==> src/rtl/wb_regfile_if.sv <==
// Write-back result channel from MEM into the register file.
//   wb_valid  MEM presents a result this cycle
//   wb_ready  register file can accept a result this cycle
//   wb_we     result writes a register (0 = bubble)
//   wb_dst    destination register index
//   wb_data   result value
interface wb_regfile_if #(
  parameter int unsigned AW = 5,
  parameter int unsigned DW = 32
);

  logic          wb_valid;
  logic          wb_ready;
  logic          wb_we;
  logic [AW-1:0] wb_dst;
  logic [DW-1:0] wb_data;

  // MEM side drives the result, register file answers with ready
  modport master (
    output wb_valid,
    output wb_we,
    output wb_dst,
    output wb_data,
    input  wb_ready
  );

  modport slave (
    input  wb_valid,
    input  wb_we,
    input  wb_dst,
    input  wb_data,
    output wb_ready
  );

endinterface

==> src/rtl/wb_regfile.sv <==
// Write-back end of the register file. Owns the GPR array read by decode,
// accepts MEM results over the wb channel, stages each accepted result in a
// one-entry pending register and commits it on the following edge. Two
// combinational read ports see the pending entry first (write-first bypass).
// After reset the array is swept to CLR_VAL before any result is accepted.
//
// Ports
//   clk       clock, all state updates on rising edge
//   rst       synchronous active-high reset, restarts the clear sweep
//   wb        result channel (slave side): valid/ready/we/dst/data
//   rs_addr   read port A address
//   rt_addr   read port B address
//   ra_data   read port A data (combinational)
//   rb_data   read port B data (combinational)
//   busy      clear sweep in progress (also high while rst is held)
//   wr_count  number of committed register writes, wraps
module wb_regfile #(
  parameter int unsigned   DW      = 32,
  parameter int unsigned   AW      = 5,
  parameter logic [DW-1:0] CLR_VAL = '0
) (
  input  logic           clk,
  input  logic           rst,
  wb_regfile_if.slave    wb,
  input  logic [AW-1:0]  rs_addr,
  input  logic [AW-1:0]  rt_addr,
  output logic [DW-1:0]  ra_data,
  output logic [DW-1:0]  rb_data,
  output logic           busy,
  output logic [31:0]    wr_count
);

  localparam int unsigned NREG = 2 ** AW;
  localparam int unsigned CW   = 32;

  typedef enum logic [0:0] {
    CLEAR = 1'b0,
    RUN   = 1'b1
  } state_t;

  state_t          state;
  logic [AW-1:0]   clr_idx;
  logic            busy_q;
  logic            ready_q;

  logic            pend_v;
  logic            pend_we;
  logic [AW-1:0]   pend_dst;
  logic [DW-1:0]   pend_data;

  logic [DW-1:0]   regs [NREG];

  logic            accept;
  logic            pend_commit;
  logic            hit_a;
  logic            hit_b;

  // rst gates the flags directly so the block looks busy for the whole time
  // reset is held, not just from the first reset edge onwards
  assign busy        = busy_q | rst;
  assign wb.wb_ready = ready_q & ~rst;

  assign accept      = wb.wb_valid & wb.wb_ready;
  assign pend_commit = pend_v & pend_we;

  // Sweep / run FSM, pending stage, commit and write counter
  always_ff @(posedge clk) begin
    if (rst) begin
      state    <= CLEAR;
      clr_idx  <= '0;
      busy_q   <= 1'b1;
      ready_q  <= 1'b0;
      pend_v   <= 1'b0;
      pend_we  <= 1'b0;
      wr_count <= '0;
    end else begin
      pend_v <= 1'b0;
      case (state)
        CLEAR: begin
          regs[clr_idx] <= CLR_VAL;
          clr_idx       <= clr_idx + AW'(1);
          if (clr_idx == AW'(NREG - 1)) begin
            state   <= RUN;
            busy_q  <= 1'b0;
            ready_q <= 1'b1;
          end
        end
        RUN: begin
          if (pend_commit) begin
            regs[pend_dst] <= pend_data;
            wr_count       <= wr_count + CW'(1);
          end
          // Register 0 writes are staged as non-writing so they neither
          // bypass nor count
          if (accept) begin
            pend_v    <= 1'b1;
            pend_we   <= wb.wb_we & (wb.wb_dst != '0);
            pend_dst  <= wb.wb_dst;
            pend_data <= wb.wb_data;
          end
        end
        default: begin
          state <= CLEAR;
        end
      endcase
    end
  end

  assign hit_a = pend_commit & (pend_dst == rs_addr);
  assign hit_b = pend_commit & (pend_dst == rt_addr);

  // Read port A: zero register and busy read as 0, pending entry wins over array
  always_comb begin
    ra_data = '0;
    if (!busy && (rs_addr != '0)) begin
      if (hit_a) begin
        ra_data = pend_data;
      end else begin
        ra_data = regs[rs_addr];
      end
    end
  end

  // Read port B: same rules as port A, fully independent
  always_comb begin
    rb_data = '0;
    if (!busy && (rt_addr != '0)) begin
      if (hit_b) begin
        rb_data = pend_data;
      end else begin
        rb_data = regs[rt_addr];
      end
    end
  end

endmodule

==> src/flat_wrapper.sv <==
// flat-port wrapper written by rule: the top's interface ports become plain ports
module wb_regfile_flat 
#(
  parameter int unsigned   DW      = 32,
  parameter int unsigned   AW      = 5,
  parameter logic [DW-1:0] CLR_VAL = '0
)
  (clk, rst, rs_addr, rt_addr, ra_data, rb_data, busy, wr_count, wb_wb_valid, wb_wb_we, wb_wb_dst, wb_wb_data, wb_wb_ready);
  wb_regfile_if #(.AW(AW), .DW(DW)) wb_i ();
  input  logic clk;
  input  logic rst;
  input  logic [AW-1:0] rs_addr;
  input  logic [AW-1:0] rt_addr;
  output logic [DW-1:0] ra_data;
  output logic [DW-1:0] rb_data;
  output logic busy;
  output logic [31:0] wr_count;
  input wire logic [$bits(wb_i.wb_valid)-1:0] wb_wb_valid;
  input wire logic [$bits(wb_i.wb_we)-1:0] wb_wb_we;
  input wire logic [$bits(wb_i.wb_dst)-1:0] wb_wb_dst;
  input wire logic [$bits(wb_i.wb_data)-1:0] wb_wb_data;
  output wire logic [$bits(wb_i.wb_ready)-1:0] wb_wb_ready;
  assign wb_i.wb_valid = wb_wb_valid;
  assign wb_i.wb_we = wb_wb_we;
  assign wb_i.wb_dst = wb_wb_dst;
  assign wb_i.wb_data = wb_wb_data;
  assign wb_wb_ready = wb_i.wb_ready;
  wb_regfile #(.DW(DW), .AW(AW), .CLR_VAL(CLR_VAL)) u_core (.clk(clk), .rst(rst), .wb(wb_i), .rs_addr(rs_addr), .rt_addr(rt_addr), .ra_data(ra_data), .rb_data(rb_data), .busy(busy), .wr_count(wr_count));
endmodule
==> config.mk <==
export PLATFORM = sky130hd
export DESIGN_NAME = wb_regfile_flat
export DESIGN_NICKNAME = d
export VERILOG_FILES = /design/src/rtl/wb_regfile_if.sv /design/src/rtl/wb_regfile.sv /design/src/flat_wrapper.sv
export SDC_FILE = /design/constraint.sdc
export NUM_CORES = 1
export LEC_CHECK = 0
export BUFFER_PORTS_ARGS = -buffer_cell sky130_fd_sc_hd__buf_2
export CORE_MARGIN = 5
export CORE_UTILIZATION = 45
export CTS_BUF_LIST = sky130_fd_sc_hd__clkbuf_4
export DETAILED_ROUTE_END_ITERATION = 8
export SLEW_MARGIN = 25
export SYNTH_ARGS = -nofsm -noshare
export SYNTH_HDL_FRONTEND = slang
export SYNTH_SLANG_ARGS = --single-unit
==> constraint.sdc <==
create_clock -name clk -period 5 [get_ports clk]
set_input_delay 0.75 -clock clk [delete_from_list [all_inputs] [get_ports clk]]
set_output_delay 0.75 -clock clk [all_outputs]
set_load 0.05 [all_outputs]
==> metrics <==
sw frac=between 20% and 30%; pin count of the biggest net entering global routing=between 90 and 100; first-pass GRT wire length=~240,000 µm; core area=roughly 0.11 mm²; Slew Limit Headroom=just over 30%; Die Area=0.121 mm²; initial antenna violation count=6; CP Data Arrival Time=about 4.2 ns; Synth Warn #=0; clk sinks=about 1,100; critical path peak fanout=32; number of global-route vias before repair=34,300; CP required=4.25 ns; vias per cell=6.59; Tcrit/Tclk final=slightly below 100%; total CTS buffers=between 300 and 400; max-capacitance violation count=0; insertion delay to the later sink of the worst-skew pair=~1.2 ns; Remaining Overflow, GRT=0; Root Driver=clkbuf_4; R2R Setup Slk=roughly 1.6 ns; dominant cells by area after synthesis=edfxtp_1, mux4_2, mux2i_1; Die W=roughly 350 µm; Hold Path End=u_core.pend_data[21]; Leak=about 20 nW; setup violators final=0; CP Capture Type=output pin; Logic pwr share=6.1%; Power Total=roughly 0.019 W; Avg Cell Area, Syn=between 15 and 20 µm²; WL/cell=roughly 33 µm; syn nets=2,935; sequential share of power=between 50% and 60%; Net Switching=around 0.0044 W; cell taking the most area after synthesis=edfxtp_1; Layout area overhead=15.8%; Mapped Cells=2,881; ys flop type=edfxtp_1; Reg2Reg Capture Point=u_core.regs[4][10]; H-Tree Depth=5; post-route antenna net violation count=0; clock share of power=roughly two fifths; cell area after synthesis=just over 0.05 mm²; Nets=around 3,400; slew at the pin closest to its max-slew limit=about 1.0 ns; number of flops mapped to enable cells by yosys=~1,100; R2R cell count=6; Initial DRC Count=between 3,000 and 4,000; Cells on Worst Hold Path=2; CP Launch Type=flip-flop; Synth async-reset ratio=0%; GPL Wtd Cong=0.869; Port Buffers=roughly 150; IO Pins=~150; Internal Dissipation=between 0.01 and 0.015 W; via count=between 30,000 and 40,000; Pwr per Cell Area=around 320 mW/mm²; synth unique cells=54; Clock transition at path regs=around 0.070 ns; met3 wire len=between 15,000 and 20,000 µm; Final Skew=between 0.07 and 0.08 ns; Max clock buf depth=4; site row count=123; worst r2r src=u_core.state; layout cells sized above 1=approximately a third; non-filler cells, final=approximately 5,000; final hold vios=0; number of remaining DRC errors=0; CP startpoint=u_core.pend_dst[4]; hold path startpoint=wb_wb_data[21]; initial core utilization=45.5%; hold crit path type=in2reg; global-route usage over all layers=around 27%; Post-DP HPWL=98,000 µm; count leader, synth=edfxtp_1; maximum VDD drop=0.225 mV; share of the synthesized area in the top cell type=between 60 and 70%; Placed Cells=about 4,500; Post-synth top cells=edfxtp_1, mux4_2, mux2i_1; Seq/Total Area, Yosys=approximately 64%; met1 wire length=63,300 µm; DR top layer=met5; Setup CP Type=reg2out; Max Freq=204 MHz; drt first pass iters=6; synthesis-stage register bit count=1,103; WHS=0.254 ns; die height=348 µm; outcome=completed; setup_tns=0 ns; drt total wl=about 170,000 µm; Final Max Slew Viols=0; Period minus WS final=4.91 ns; DR WL met2=78,600 µm; TritonCTS clock tree=done
[stage by stage]
step	instance area, µm²	utilization (%)	setup WS, ns
floorplan	51300	-	0.473
global placement	55300	49.0	0.641
detailed placement	55300	49.0	0.563
CTS	59400	52.6	0.0545
global route	59400	52.7	-0.00150
finish	59400	52.7	0.0877
[kinds of logic after synthesis]
| kind of cell | count (synthesis) | synth area share, % |
|---|---|---|
| flops | 1103 | 63.8 |
| compound gates | 482 | 7.27 |
| buf+inv | 246 | 2.15 |
| fa+ha+maj | 3 | 0.0732 |
| xor+xnor | 37 | 0.632 |
| simple gates | 336 | 3.23 |
| mux | 674 | 22.9 |
[cell type report]
class | instances | area, µm²
Tap cell | 1500 | 1880
Multi-Input combinational cell | 1532 | 17900
Timing Repair Buffer | 346 | 3220
Clock buffer | 430 | 3230
Fill cell | 9055 | 53400
Antenna cell | 8 | 20.0
Sequential cell | 1103 | 32700
Clock inverter | 72 | 384
Inverter | 17 | 63.8
[critical path, stage by stage, from the launching register on]
cell and delay [ns]:
edfxtp_1 0.57, xnor2_1 0.25, nand3_1 0.31, o41ai_4 0.47
buf_12 0.33, nor2_1 0.09, a2111oi_1 0.55, buf_4 0.25
buf_12 0.14
[sequential cells by signal (all words and copies together), names as in the netlist, 5 cells and up]
signal            cells
u_core.pend_dst       5
u_core.clr_idx        5
u_core.pend_data     32
u_core.regs        1024
u_core.wr_count      32
[cells in the final DEF, fill, tap and decap left out, types with 6 or more instances in the layout]
cell,Yosys,layout
edfxtp_1,1061,1061
clkbuf_4,0,430
mux4_2,399,399
mux2i_1,274,274
buf_4,5,128
a22oi_1,120,120
a221oi_1,113,113
buf_2,99,111
nor2_1,147,110
a211oi_1,81,81
o21ai_0,66,66
buf_12,0,61
clkinv_1,0,57
a221o_1,56,56
nand2_1,44,44
dfxtp_1,42,42
dlygate4sd3_1,0,40
nor2_4,0,37
nor2b_1,36,31
xor2_1,19,19
a21oi_1,19,19
xnor2_1,18,18
inv_1,17,16
and2_2,0,16
nand3_1,14,14
and3_1,13,12
and2_1,28,12
nand4_1,9,9
diode_2,0,8
nand2b_1,7,7
or3_1,7,7
clkinv_2,0,7
nor3_1,6,6
[worst max path at each step]
stage                     slack (ns)          end  cells past startpoint
after floorplan                 0.47   rb_data[0]                      7
final                           0.09  rb_data[23]                      8
after detailed placement        0.56  rb_data[29]                      9
after global placement          0.64  rb_data[29]                      9
after global routing          -0.001  rb_data[20]                      8
after CTS                       0.05  rb_data[20]                      8
[timing repair]
| item | 4_1_cts | 5_1_grt |
|---|---|---|
| gates resized for setup | 4 | 0 |
| setup endpoints to repair | 30 | 0 |
| buffers inserted | 4 | 0 |
| hold buffers | 40 | 0 |
| hold endpoints to repair | 54 | 0 |
[power by group through the flow]
stage               registers, W  clock network, W  logic, W
floorplan                 0.0103                 0  0.000725
global placement          0.0103                 0   0.00113
detailed placement        0.0103                 0   0.00113
CTS                       0.0101           0.00801   0.00116
global route              0.0101           0.00849   0.00122
finish                    0.0101           0.00783   0.00117
[metal layers]
layer / GRT usage, % / up-vias
met5: 0.510 / -
met4: 12.2 / 6
met3: 6.37 / 439
met2: 42.8 / 2042
met1: 35.7 / 17200
li1: - / 13300
No activity file was read; power rests on OpenSTA's default activity.
